==> src/rtl/mem_access_unit_pkg.sv <==
// mem_access_unit_pkg
//   Shared definitions for the load/store unit: access-size encodings,
//   FSM state encoding and the alignment check used at request accept.
package mem_access_unit_pkg;

    localparam logic [1:0] SIZE_BYTE = 2'b00;
    localparam logic [1:0] SIZE_HALF = 2'b01;
    localparam logic [1:0] SIZE_WORD = 2'b10;
    localparam logic [1:0] SIZE_ILL  = 2'b11;

    typedef enum logic [2:0] {
        ST_IDLE = 3'd0,
        ST_RD   = 3'd1,
        ST_LD   = 3'd2,
        ST_MRG  = 3'd3,
        ST_WR   = 3'd4,
        ST_DONE = 3'd5
    } mau_state_t;

    // True when the access cannot be performed with a single word access.
    function automatic logic is_misaligned(input logic [1:0] size, input logic [1:0] addr_lo);
        logic bad;
        bad = 1'b0;
        case (size)
            SIZE_BYTE: bad = 1'b0;
            SIZE_HALF: bad = addr_lo[0];
            SIZE_WORD: bad = (addr_lo != 2'b00);
            default:   bad = 1'b1;
        endcase
        return bad;
    endfunction

endpackage

==> src/rtl/mem_access_unit_lane.sv <==
// mem_access_unit_lane
//   Purely combinational lane logic for the load/store unit.
//   Ports:
//     size      in  2   access size (SIZE_*)
//     zero_ext  in  1   1 = zero-extend loads, 0 = sign-extend
//     byte_off  in  2   byte offset within the word (little-endian lanes)
//     rd_word   in  32  word read from data memory
//     st_data   in  32  right-justified store data
//     ld_ext    out 32  selected lane, extended to 32 bits
//     merged    out 32  rd_word with the selected lane replaced by st_data
module mem_access_unit_lane
    import mem_access_unit_pkg::*;
(
    input  logic [1:0]  size,
    input  logic        zero_ext,
    input  logic [1:0]  byte_off,
    input  logic [31:0] rd_word,
    input  logic [31:0] st_data,
    output logic [31:0] ld_ext,
    output logic [31:0] merged
);

    logic [7:0]  byte_v;
    logic [15:0] half_v;

    always_comb begin
        byte_v = 8'h00;
        case (byte_off)
            2'd0:    byte_v = rd_word[7:0];
            2'd1:    byte_v = rd_word[15:8];
            2'd2:    byte_v = rd_word[23:16];
            default: byte_v = rd_word[31:24];
        endcase
        half_v = byte_off[1] ? rd_word[31:16] : rd_word[15:0];
    end

    always_comb begin
        ld_ext = rd_word;
        case (size)
            SIZE_BYTE: ld_ext = {{24{~zero_ext & byte_v[7]}}, byte_v};
            SIZE_HALF: ld_ext = {{16{~zero_ext & half_v[15]}}, half_v};
            default:   ld_ext = rd_word;
        endcase
    end

    always_comb begin
        merged = rd_word;
        case (size)
            SIZE_BYTE: begin
                case (byte_off)
                    2'd0:    merged[7:0]   = st_data[7:0];
                    2'd1:    merged[15:8]  = st_data[7:0];
                    2'd2:    merged[23:16] = st_data[7:0];
                    default: merged[31:24] = st_data[7:0];
                endcase
            end
            SIZE_HALF: begin
                if (byte_off[1])
                    merged[31:16] = st_data[15:0];
                else
                    merged[15:0] = st_data[15:0];
            end
            SIZE_WORD: merged = st_data;
            default:   merged = rd_word;
        endcase
    end

endmodule

==> src/rtl/mem_access_unit.sv <==
// mem_access_unit
//   Load/store unit between the execute stage and a word-wide data memory.
//   Byte/half/word loads and stores on a Req/Done handshake; sub-word stores
//   use read-modify-write, loads are sign- or zero-extended.
//
//   state | meaning
//   ------+-----------------------------------------------------------
//   IDLE  | waiting for Req; operands latched on accept
//   RD    | DmAd held with DmMemWr=0, memory returns the word next cycle
//   LD    | LdData captures the extended lane
//   MRG   | write back the read word with the lane replaced
//   WR    | aligned word store, StData written directly
//   DONE  | one-cycle Done pulse, Misalign valid
//
//   Ports:
//     Clk, Reset (async, active-low)
//     Req, Wr, Size, Unsigned, Addr, StData   request from the CPU
//     Busy, Done, LdData, Misalign            status/result to the CPU
//     DmAd, DmWrData, DmMemWr, DmRdData       data memory interface
module mem_access_unit
    import mem_access_unit_pkg::*;
(
    input  logic        Clk,
    input  logic        Reset,
    input  logic        Req,
    input  logic        Wr,
    input  logic [1:0]  Size,
    input  logic        Unsigned,
    input  logic [31:0] Addr,
    input  logic [31:0] StData,
    output logic        Busy,
    output logic        Done,
    output logic [31:0] LdData,
    output logic        Misalign,
    output logic [29:0] DmAd,
    output logic [31:0] DmWrData,
    output logic        DmMemWr,
    input  logic [31:0] DmRdData
);

    mau_state_t  state_q, state_d;
    logic [31:0] addr_q;
    logic        wr_q;
    logic [1:0]  size_q;
    logic        uns_q;
    logic [31:0] st_q;
    logic [31:0] ld_q;
    logic        mis_q;
    logic [31:0] ld_ext;
    logic [31:0] merged;
    logic        accept;

    assign accept = (state_q == ST_IDLE) && Req;

    mem_access_unit_lane u_lane (
        .size     (size_q),
        .zero_ext (uns_q),
        .byte_off (addr_q[1:0]),
        .rd_word  (DmRdData),
        .st_data  (st_q),
        .ld_ext   (ld_ext),
        .merged   (merged)
    );

    always_ff @(posedge Clk or negedge Reset) begin
        if (!Reset) begin
            state_q <= ST_IDLE;
            addr_q  <= 32'h0;
            wr_q    <= 1'b0;
            size_q  <= SIZE_BYTE;
            uns_q   <= 1'b0;
            st_q    <= 32'h0;
            ld_q    <= 32'h0;
            mis_q   <= 1'b0;
        end else begin
            state_q <= state_d;
            if (accept) begin
                addr_q <= Addr;
                wr_q   <= Wr;
                size_q <= Size;
                uns_q  <= Unsigned;
                st_q   <= StData;
                mis_q  <= is_misaligned(Size, Addr[1:0]);
            end
            if (state_q == ST_LD)
                ld_q <= ld_ext;
        end
    end

    always_comb begin
        state_d = state_q;
        case (state_q)
            ST_IDLE: begin
                if (Req) begin
                    if (is_misaligned(Size, Addr[1:0]))
                        state_d = ST_DONE;
                    else if (Wr && (Size == SIZE_WORD))
                        state_d = ST_WR;
                    else
                        state_d = ST_RD;
                end
            end
            ST_RD:   state_d = wr_q ? ST_MRG : ST_LD;
            ST_LD:   state_d = ST_DONE;
            ST_MRG:  state_d = ST_DONE;
            ST_WR:   state_d = ST_DONE;
            ST_DONE: state_d = ST_IDLE;
            default: state_d = ST_IDLE;
        endcase
    end

    // Write strobe and data decode straight from the state register so an
    // asynchronous reset removes them without waiting for a clock edge.
    always_comb begin
        DmMemWr  = 1'b0;
        DmWrData = 32'h0;
        case (state_q)
            ST_MRG: begin
                DmMemWr  = 1'b1;
                DmWrData = merged;
            end
            ST_WR: begin
                DmMemWr  = 1'b1;
                DmWrData = st_q;
            end
            default: begin
                DmMemWr  = 1'b0;
                DmWrData = 32'h0;
            end
        endcase
    end

    assign Busy     = (state_q != ST_IDLE);
    assign Done     = (state_q == ST_DONE);
    assign LdData   = ld_q;
    assign Misalign = mis_q;
    assign DmAd     = addr_q[31:2];

endmodule

==> config.mk <==
export PLATFORM = sky130hd
export DESIGN_NAME = mem_access_unit
export DESIGN_NICKNAME = d
export VERILOG_FILES = /design/src/rtl/mem_access_unit_pkg.sv /design/src/rtl/mem_access_unit_lane.sv /design/src/rtl/mem_access_unit.sv
export SDC_FILE = /design/constraint.sdc
export NUM_CORES = 1
export LEC_CHECK = 0
export CORE_MARGIN = 1
export CORE_UTILIZATION = 34
export CTS_CLUSTER_SIZE = 12
export DETAILED_ROUTE_END_ITERATION = 6
export DONT_BUFFER_PORTS = 1
export PLACE_DENSITY_LB_ADDON = 0.2
export SYNTH_ARGS = -nofsm -noshare
export SYNTH_HDL_FRONTEND = slang
export SYNTH_SLANG_ARGS = --single-unit
==> constraint.sdc <==
create_clock -name Clk -period 2.7 [get_ports Clk]
set_clock_uncertainty 0.15 [all_clocks]
set_input_delay 0.675 -clock Clk [delete_from_list [all_inputs] [get_ports Clk]]
set_output_delay 0.675 -clock Clk [all_outputs]
set_load 0.01 [all_outputs]
; ---- After elaboration in Yosys (flattened, before gate mapping)
; Cells that the tools add are included.
[op_classes]
bitwise = 3
eq_ne = 12
reduce_logical = 11
muxes = 20
[ops]
columns = op, count
row1 = 32-bit case mux with 2 select lines, 2
row2 = 32-bit case mux with 3 select lines, 1
row3 = 16-bit two-way mux, 3
row4 = 8-bit two-way mux, 4
row5 = 8-bit case mux with 3 select lines, 1
row6 = 3-bit two-way mux, 3
row7 = 3-bit case mux with 3 select lines, 1
row8 = "2-bit by 1-bit equality test with 1-bit output, second input constant", 3
row9 = "2-bit equality test, second input constant", 3
row10 = "3-bit by 2-bit equality test with 1-bit output, second input constant", 2
row11 = "3-bit equality test, second input constant", 2
row12 = 2-bit logical NOT, 3
row13 = 3-bit OR reduction, 2
row14 = 1-bit two-way mux, 4
row15 = "3-bit by 1-bit equality test with 1-bit output, second input constant", 1
row16 = 3-bit logical NOT, 1
row17 = 1-bit case mux with 3 select lines, 1
row18 = 3-bit nonzero test, 1
row19 = 1-bit AND, 2
row20 = 1-bit logical AND, 2
row21 = "2-bit inequality test, second input constant", 1
row22 = 2-bit nonzero test, 1
row23 = 2-bit OR reduction, 1
row24 = 1-bit inverter, 1
[totals]
out_inout_bits = 98
input_bits = 103
register_bits = 104
word_cells = 54

; ---- Logic depth before layout (Yosys ltp)
; Gate-level depths: netlist (run 1).
[depth]
word_depth = 7
depth_mapped = 7
ltp_nobuf = 4

; ---- By module
; From an unflattened synthesis (run 1), not the netlist that was laid out.
[hier_totals]
cells_unflattened = 546
area_unflattened_um2 = 6195.9
[modules_own_cells]
columns = module, instances, area_each_um2, cells_each
row1 = mem_access_unit, 1, 4553.1, 311
row2 = mem_access_unit_lane, 1, 1642.8, 235

; ---- Worst setup path after synthesis (run 1)
; OpenSTA, ideal clock, no wires.
[synth_timing]
path_type = register to output
start = reg addr_q[1]
end = out DmWrData[24]
t_arrival_ns = 1.474
required_ns = 1.875
path_slack_ns = 0.401
n_path_buf = 2
stages_incl_launch_ff = 7
path_cell_list = dfrtp_1 -> buf_2 -> and2_1 -> clkbuf_1 -> a221oi_1 -> a21oi_1 -> a221o_1
[synth_between]
elab_chain_cells = 5
[synth_rtl]
columns = item, line
row1 = from (decl), mem_access_unit.sv:42  ; logic [31:0] addr_q;
row2 = from (signal assigned), mem_access_unit.sv:78  ; addr_q <= Addr;
row3 = "2-bit by 1-bit equality test with 1-bit output, or another cell as far along", mem_access_unit_lane.sv:50  ; case (byte_off)
row4 = 3-bit OR reduction (no line), n/a
row5 = 8-bit two-way mux, mem_access_unit_lane.sv:50
row6 = 32-bit case mux with 3 select lines (*), mem_access_unit_lane.sv:48  ; case (size)
row7 = 32-bit case mux with 2 select lines (*), mem_access_unit.sv:117  ; case (state_q)
row8 = to (decl), mem_access_unit.sv:36  ; output logic [31:0] DmWrData,
; Mark *: on every way between the ends. The rest lies on a longest branch, timed or not.

; ---- Worst setup path after layout (run 1)
[layout_timing]
start = reg size_q[0]
end = out DmWrData[26]
[layout_between]
elab_chain_cells = 3
[layout_rtl]
columns = item, line
row1 = from (decl), mem_access_unit.sv:44  ; logic [1:0] size_q;
row2 = from (signal assigned), mem_access_unit.sv:80  ; size_q <= Size;
row3 = "2-bit equality test, or another cell as far along", mem_access_unit_lane.sv:48
row4 = 32-bit case mux with 3 select lines (*), mem_access_unit_lane.sv:48
row5 = 32-bit case mux with 2 select lines (*), mem_access_unit.sv:117
; Marked as above.

==> impl_metrics.ini, run 1 <==
[sta]
fmax_ghz = 0.372
slew_headroom = 0.639
worst_hold_slack_ps = -139
hold_violations = 104
rsz0062_at_grt = yes
worst_slew_pin_slew_ps = 537
drv_slew = 0
fin_crit_ps = 2690
final-setup-viol-count = 0
period_share = 0.995
fin_setup_tns_ps = 0

[grt]
grt_overflow = 0
grt_max_degree = 105
antenna_found_initial = 0
grtUsageTotal = 0.210
grt_first_pass_wirelength_um = 27700
grt_pass1_vias = 4419

[status]
status = complete, but fails checks
violations = DRC, hold timing

[setup_path]
crit_path_start = size_q[0]
ff2ff_path_depth = 5
cp.required_ps = 1880
critPathMaxFanout = 7
end_kind = primary output
start_kind = flip-flop
path_class = reg2out
cp_cell_sequence = buf_12, and2_4, a221oi_2, a21oi_1, a221o_1
worstPathArrival_ps = 1860
cpPeakStageDelay_ps = 460
critPathSlowestCell = dfrtp_2
crit_buf_inv = 1
reg2reg_from = addr_q[0]
cp.depth = 5
crit_family = compound AO/OA/AOI/OAI gates

[power_and_ir_drop]
vdd_drop_max_uv = 497
power.switching_w = 0.00364
netSwitchingFraction = 0.411
finalPower_w = 0.00884
pwr-share-clk = 0.165
leakagePower_nw = 2.81
combPwrFrac = 0.455
p_int_w = 0.00521
pwr_density_cell_mw_per_mm2 = 1330
seqPwrFrac = 0.380

[clock_tree]
h-tree-depth = 3
cts.sinks = 104
cts_tree = done
cts_buffers = 9
clk_pin_slew_ps = 70
clock_latency_ps = 360
cts_root_buf = clkbuf_16
cts_max_path_buffers = 2

[layout]
fin_cells = 762
syn_to_final_growth_pct = 14.0
diodes = 0
fin_util = 0.398
final_cell_area_mm2 = 0.00665
drive_gt1_frac = 0.334
final_nets = 640

[place]
gp_congestion = 0.818
portBuffers = 0
dp_cells = 730
dp_hpwl_um = 13800
placed_area_mm2 = 0.00593

[route]
vias = 4412
wl_um = 18600
viasPerCell = 5.79
drtAntennaViolNets = 0
drc_errors = 4
first_pass_iters = 7
drtIter0Drc = 391
wire_per_inst_um = 24.5

[floorplanning]
initial_core_util = 0.349
die_y_um = 133
die_w_um = 133
row_count = 47
ios = 201
die_area_mm2 = 0.0177
core-area_mm2 = 0.0167

[synthesis]
ys_ff_latch = 104
syn_avg_cell_area_um2 = 10.6
synth-edff-count = 0
ys_types = 50
ys_seq_area_frac = 0.446
yosysWarnings = 0
synthArstFlopShare = 1.00
netlist_instances = 552
synth_flop_cell = dfrtp_1
synth_fp_nets = 655
synthesis.area_mm2 = 0.00584

[run]
cap_viol_max_count = 0

[worst_hold_path]
hp-class = in2async
[cells by family (layout without fill, tap and decap cells)]
kind of cell | Yosys count | count (layout) | share of synthesized area
and+or+nand+nor | 137 | 137 | 0.126
muxes | 92 | 92 | 0.176
AOI/OAI and AO/OA | 140 | 141 | 0.170
buffers and inverters | 79 | 68 | 0.0832
DFF | 104 | 104 | 0.446
[cells in the mapped netlist, types with 2 or more instances]
| cell type | instances | area [um^2] |
|---|---|---|
| nor2b_1 | 10 | 62.6 |
| clkbuf_1 | 16 | 60.1 |
| mux2_1 | 5 | 56.3 |
| a22oi_1 | 14 | 105 |
| nand2b_1 | 4 | 25.0 |
| a31oi_1 | 9 | 56.3 |
| or3b_1 | 2 | 17.5 |
| nor2_2 | 2 | 12.5 |
| inv_1 | 3 | 11.3 |
| o21ai_2 | 2 | 17.5 |
| and2_1 | 3 | 18.8 |
| nor2_1 | 11 | 41.3 |
| mux2_2 | 69 | 777 |
| a221o_1 | 15 | 150 |
| mux2i_1 | 17 | 170 |
| and3b_1 | 2 | 17.5 |
| nor3b_1 | 2 | 15.0 |
| a222oi_1 | 7 | 70.1 |
| nor3_1 | 4 | 20.0 |
| buf_6 | 3 | 33.8 |
| buf_4 | 39 | 293 |
| o21ai_1 | 3 | 15.0 |
| a221oi_1 | 7 | 61.3 |
| nand3_1 | 27 | 135 |
| o311a_1 | 2 | 20.0 |
| a21oi_1 | 25 | 125 |
| and3_1 | 17 | 106 |
| a22o_1 | 15 | 131 |
| nand2_1 | 44 | 165 |
| o21ai_0 | 32 | 160 |
| nand3b_1 | 2 | 15.0 |
| buf_2 | 15 | 75.1 |
| dfrtp_1 | 104 | 2600 |
| o211ai_1 | 4 | 30.0 |
[layer usage]
metal / wire length [um] / vias up / GRT usage
li1: - / 1984 / -
met1: 7430 / 2199 / 0.258
met2: 8900 / 194 / 0.336
met3: 1750 / 35 / 0.0736
met4: 556 / 0 / 0.0811
met5: 0 / - / 0
[flip-flops by register name, indices dropped and copies added, names as in the netlist]
signal and cells:
state_q 3, Misalign 1, addr_q 32, uns_q 1, wr_q 1, size_q 2, st_q 32, LdData 32
[timing repair]
action	4_1_cts	5_1_grt
setup endpoints to repair	32	32
cloned	1	1
hold endpoints to repair	104	104
pin swaps	10	16
resized for setup	30	30
setup buffers	4	10
[final cells by class]
type	count	area, um^2
Tap cell	220	275
Clock buffer	10	239
Fill cell	1629	10000
Timing Repair Buffer	48	462
Multi-Input combinational cell	370	2960
Clock inverter	6	90.1
Sequential cell	104	2610
Inverter	4	20.0
[stage by stage]
step | setup slack [ps] | hold WS, ps
2_1_floorplan | 401 | 229
3_3_place_gp | 149 | 233
3_5_place_dp | 146 | 233
4_1_cts | -33.7 | -156
5_1_grt | -59.1 | -158
6_report | 13.3 | -139
[final timing paths]
| kind | endpoint | slack, ps |
|---|---|---|
| worst max-delay path | DmWrData[26] | 10 |
| worst min-delay path | addr_q[25] | -140 |
| worst max register to register | LdData[30] | 490 |
| worst min register to register | st_q[23] | 340 |
| max in group asynchronous | addr_q[21] | 2370 |
| min in group Clk | st_q[23] | 290 |
[power groups by stage]
| stage | Combinational [W] | Sequential [W] | Clock (W) |
|---|---|---|---|
| floorplan | 0.00321 | 0.00285 | 0 |
| global placement | 0.00339 | 0.00332 | 0 |
| detailed placement | 0.00346 | 0.00335 | 0 |
| CTS | 0.00370 | 0.00334 | 0.00150 |
| global route | 0.00435 | 0.00347 | 0.00155 |
| finish | 0.00403 | 0.00336 | 0.00146 |
[worst register-to-register path, stage by stage, from the launching register on]
cell and delay (ps):
dfrtp_1 460, buf_4 260, mux4_2 570, nor3b_4 190, o21ai_4 320, nand3_1 130
[cell usage in the layout, fill, tap and decap left out, types with 6 or more instances in the layout]
master,n
a21oi_1,24
a221o_1,15
a221oi_2,6
a222oi_1,7
a22o_1,10
a22oi_1,14
a31oi_1,9
and3_1,17
buf_4,37
clkbuf_16,9
dfrtp_1,101
mux2_2,69
mux2i_1,17
nand2_1,44
nand3_1,27
nor2_1,9
nor2b_1,9
o21ai_0,24
o21ai_2,7
Note: power is estimated with default switching activity, not from simulation.
==> run 2: changes to the inputs <==
--- a/config.mk
+++ b/config.mk
@@ -10,7 +10,7 @@
 export CTS_CLUSTER_SIZE = 12
 export DETAILED_ROUTE_END_ITERATION = 6
 export DONT_BUFFER_PORTS = 1
-export PLACE_DENSITY_LB_ADDON = 0.2
+export PLACE_DENSITY_LB_ADDON = 0.08
 export SYNTH_ARGS = -nofsm -noshare
 export SYNTH_HDL_FRONTEND = slang
 export SYNTH_SLANG_ARGS = --single-unit
==> constraint.sdc (replaced) <==
create_clock -name Clk -period 2.7 [get_ports Clk]
set_clock_uncertainty 0.15 [all_clocks]
set_input_delay 0.675 -clock Clk [delete_from_list [all_inputs] [get_ports Clk]]
set_output_delay 0.675 -clock Clk [all_outputs]
set_load 0.1 [all_outputs]
==> run 2 against run 1 <==
  * The flow finishes with violations (hold timing, setup timing)
  * Via count up 2.4%
  * Register-to-register slack worse by 170 ps
  * Sequential share of layout area down 5.1 points
  * First-iteration DRC count down 45%
  * Global-route usage up 0.12 points
  * Worst hold slack worse by 4.9 ps
  * Core utilization up 5.9 points
  * Die area unchanged
  * Design area up 15%
  * Cell count up 7.0%
==> impl_metrics.ini, run 2 (same netlist as run 1, synthesis figures left out) <==
[sta]
final-setup-viol-count = 20
fin_ws_ps = -91.7
hold_violations = 104
worst_slew_pin_slew_ps = 963
rsz0062_at_grt = yes
fmax_ghz = 0.358
worst_hold_slack_ps = -144
period_share = 1.03
fin_crit_ps = 2790
slew_headroom = 0.358
drv_slew = 0

[setup_path]
cp.required_ps = 1880
critPathMaxFanout = 8
worstPathArrival_ps = 1970
path_class = reg2out
end_kind = primary output
start_kind = flip-flop
rrSetupSlack_ps = 320

[layout]
drive_gt1_frac = 0.455
fin_cells = 815
syn_to_final_growth_pct = 31.0
diodes = 0
layout_common_cells = dfrtp_1 (100), mux2_2 (69), buf_4 (54)
final_common_cell = dfrtp_1
final_nets = 693

[place]
gp_congestion = 0.822
portBuffers = 0
dp_hpwl_um = 13400
dp_cells = 784

[clock_tree]
cts_buffers = 9
clock_latency_ps = 360
cts_max_path_buffers = 2
cts_tree = done
cts_root_buf = clkbuf_16
h-tree-depth = 3
clk_pin_slew_ps = 70
cts.sinks = 104

[route]
first_pass_iters = 4
wl_um = 18100
vias = 4517
drc_errors = 0
viasPerCell = 5.54
drtIter0Drc = 217
drtAntennaViolNets = 0
wire_per_inst_um = 22.2

[floorplanning]
initial_core_util = 0.349
row_count = 47
die_y_um = 133
die_w_um = 133
core-area_mm2 = 0.0167
ios = 201
die_area_mm2 = 0.0177

[grt]
grt_first_pass_wirelength_um = 28300
antenna_found_initial = 0
grt_pass1_vias = 4682
grt_overflow = 0
grt_use_met1 = 0.268
grtUsageTotal = 0.211
groute.layer.met2.usage = 0.339
grt-busiest-layer = met2
grt_max_degree = 105
gr-usage-met3 = 0.0525

[run]
cap_viol_max_count = 0

[status]
status = complete, but fails checks
violations = hold timing, setup timing

[worst_hold_path]
hp-class = in2async
-- run 2: what timing repair did --
item / in CTS / in global routing
buffers inserted: 9 / 5
pin swaps: 15 / 5
setup endpoints to repair: 32 / 32
resized for setup: 61 / 15
gates cloned: 2 / 0
endpoints found under the hold margin: 104 / 104
-- run 2: per-layer routing --
layer,share of wire,up-vias
li1,-,2102
met1,0.42,2232
met2,0.48,156
met3,0.077,27
met4,0.026,0
met5,0,-
-- run 2: final timing paths --
kind	to	start	depth (start not counted)
setup / recovery	DmWrData[15]	size_q[0]	5
max in group asynchronous	st_q[4]	Reset	0
min in group Clk	addr_q[1]	Addr[1]	2
hold / removal	addr_q[22]	Reset	0
setup reg to reg	st_q[24]	state_q[0]	5
hold reg to reg	st_q[22]	st_q[22]	1
-- run 2: area by class of cell --
| cell class | instances | area [um^2] |
|---|---|---|
| inverter | 4 | 20.0 |
| fill | 1559 | 9060 |
| multi-input combinational | 370 | 3150 |
| tap | 220 | 275 |
| sequential | 104 | 2610 |
| clock inverter | 5 | 80.1 |
| timing repair buffer | 101 | 1270 |
| clock buffer | 11 | 243 |
-- run 2: per-stage QoR --
stage               hold slack [ps]  setup TNS [ps]  worst slack, ps  utilization  area [um^2]
floorplan                       229            -555             -128            -         5930
global placement                233               0              130        0.408         6810
detailed placement              234               0             82.7        0.408         6810
CTS                            -154           -1290            -77.1        0.452         7550
global route                   -155           -2540             -141        0.458         7640
finish                         -144            -745            -91.7        0.458         7640
-- run 2: worst max-delay path: stages (launching register included) --
cell and delay, ps:
dfrtp_2 450, buf_6 130, nor2_2 40, o311a_4 420, a221o_2 380, buf_12 180
Power of run 2 is not shown: default switching activity piles up to over one toggle a cycle in this logic, so the estimate is an artifact.
==> run 3: changes to the inputs <==
--- a/config.mk
+++ b/config.mk
@@ -10,6 +10,7 @@
 export CTS_CLUSTER_SIZE = 12
 export DETAILED_ROUTE_END_ITERATION = 6
 export DONT_BUFFER_PORTS = 1
+export GPL_TIMING_DRIVEN = 0
 export PLACE_DENSITY_LB_ADDON = 0.08
 export SYNTH_ARGS = -nofsm -noshare
 export SYNTH_HDL_FRONTEND = slang
==> constraint.sdc (replaced) <==
create_clock -name Clk -period 2.7 [get_ports Clk]
set_clock_uncertainty 0.15 [all_clocks]
set_input_delay 0.54 -clock Clk [delete_from_list [all_inputs] [get_ports Clk]]
set_output_delay 0.54 -clock Clk [all_outputs]
set_load 0.1 [all_outputs]
==> run 3 against run 2 <==
  * The flow still finishes with violations (hold timing, setup timing)
  * Clock-buffer cell count stayed put
  * Die area stayed put
  * Via count is 4.4% higher
  * Critical endpoint is now DmWrData[29]
  * Highest routed layer unchanged
  * Worst hold slack worse by 130 ps
==> impl_metrics.ini, run 3 (same netlist as run 1, synthesis figures left out) <==
[status]
status = complete, but fails checks
violations = hold timing, setup timing

[sta]
final-setup-viol-count = 32
worst_hold_slack_ps = -276
fin_ws_ps = -108
rsz0062_at_grt = yes
slew_headroom = 0.348
hold_violations = 104
fin_crit_ps = 2810
fmax_ghz = 0.356
drv_slew = 0
period_share = 1.04
worst_slew_pin_slew_ps = 982

[route]
vias = 4716
wire_per_inst_um = 24.4
viasPerCell = 5.84
first_pass_iters = 5
drtAntennaViolNets = 0
drtIter0Drc = 325
wl_um = 19700
drc_errors = 0

[floorplanning]
ios = 201
die_w_um = 133
row_count = 47
initial_core_util = 0.349
die_area_mm2 = 0.0177
core-area_mm2 = 0.0167
die_y_um = 133

[clock_tree]
cts_buffers = 9
cts_max_path_buffers = 2
cts.sinks = 104
clock_latency_ps = 350
cts_root_buf = clkbuf_16
cts_tree = done
h-tree-depth = 3
clk_pin_slew_ps = 70

[layout]
diodes = 0
final_nets = 686
final_common_cell = dfrtp_1
syn_to_final_growth_pct = 26.8
fin_util = 0.443
fin_cells = 808
drive_gt1_frac = 0.435
layout_common_cells = dfrtp_1 (103), mux2_2 (69), buf_4 (58)
final_cell_area_mm2 = 0.00740

[run]
cap_viol_max_count = 0

[grt]
grt_overflow = 0
grt_pass1_vias = 4791
grt_first_pass_wirelength_um = 29900
antenna_found_initial = 0
grt_max_degree = 105
grtUsageTotal = 0.226

[place]
dp_cells = 772
placed_area_mm2 = 0.00618
portBuffers = 0
gp_congestion = 0.806
dp_hpwl_um = 14400

[worst_hold_path]
hp-class = in2async

[setup_path]
critPathMaxFanout = 10
path_class = reg2out
cp.required_ps = 2010
reg2reg_from = state_q[2]
worstPathArrival_ps = 2120
rrSetupSlack_ps = 170
end_kind = primary output
timing.rr.end = st_q[21]
ff2ff_path_depth = 7
start_kind = flip-flop
==> run 3: layout make-up <==
cell class | count | area [um^2]
inverter | 4 | 16.3
multi-input combinational | 369 | 3350
timing repair buffer | 24 | 213
clock buffer | 11 | 243
buffer | 71 | 618
fill | 1586 | 9300
sequential | 104 | 2600
tap | 220 | 275
clock inverter | 5 | 78.8
==> run 3: timing repair <==
item | in CTS | in global routing
buffers inserted | 17 | 7
resized for setup | 120 | 27
pin swaps | 20 | 12
endpoints found under the hold margin | 104 | 104
setup endpoints to repair | 33 | 32
==> run 3: worst max-delay path by stage <==
stage	startpoint	end	slack, ps	depth (start not counted)
after floorplan	state_q[2]	DmWrData[31]	-40	6
after global placement	size_q[0]	DmWrData[31]	-400	5
after detailed placement	size_q[0]	DmWrData[15]	-400	4
after CTS	size_q[1]	DmWrData[17]	-100	6
after global routing	size_q[1]	DmWrData[20]	-190	6
final	size_q[1]	DmWrData[29]	-110	4
==> run 3: through the flow <==
step                setup TNS, ps  setup WS, ps
floorplan                   -36.1         -36.1
global placement            -6920          -395
detailed placement          -7240          -402
CTS                         -2210          -105
global route                -4040          -185
finish                      -1740          -108
==> run 3: routing by layer <==
layer	wire length [um]	track usage	vias to the layer above
met5	0	0	-
met4	612	0.0875	0
met3	1780	0.0789	43
met2	9320	0.358	201
met1	7970	0.282	2385
li1	-	-	2087
==> run 3: critical path, cell delays in order (launching register included) <==
cell,delay [ps]
dfrtp_2,440
buf_8,150
clkbuf_1,410
a21oi_1,170
a221o_4,580
Power of run 3 is left out for the same reason.
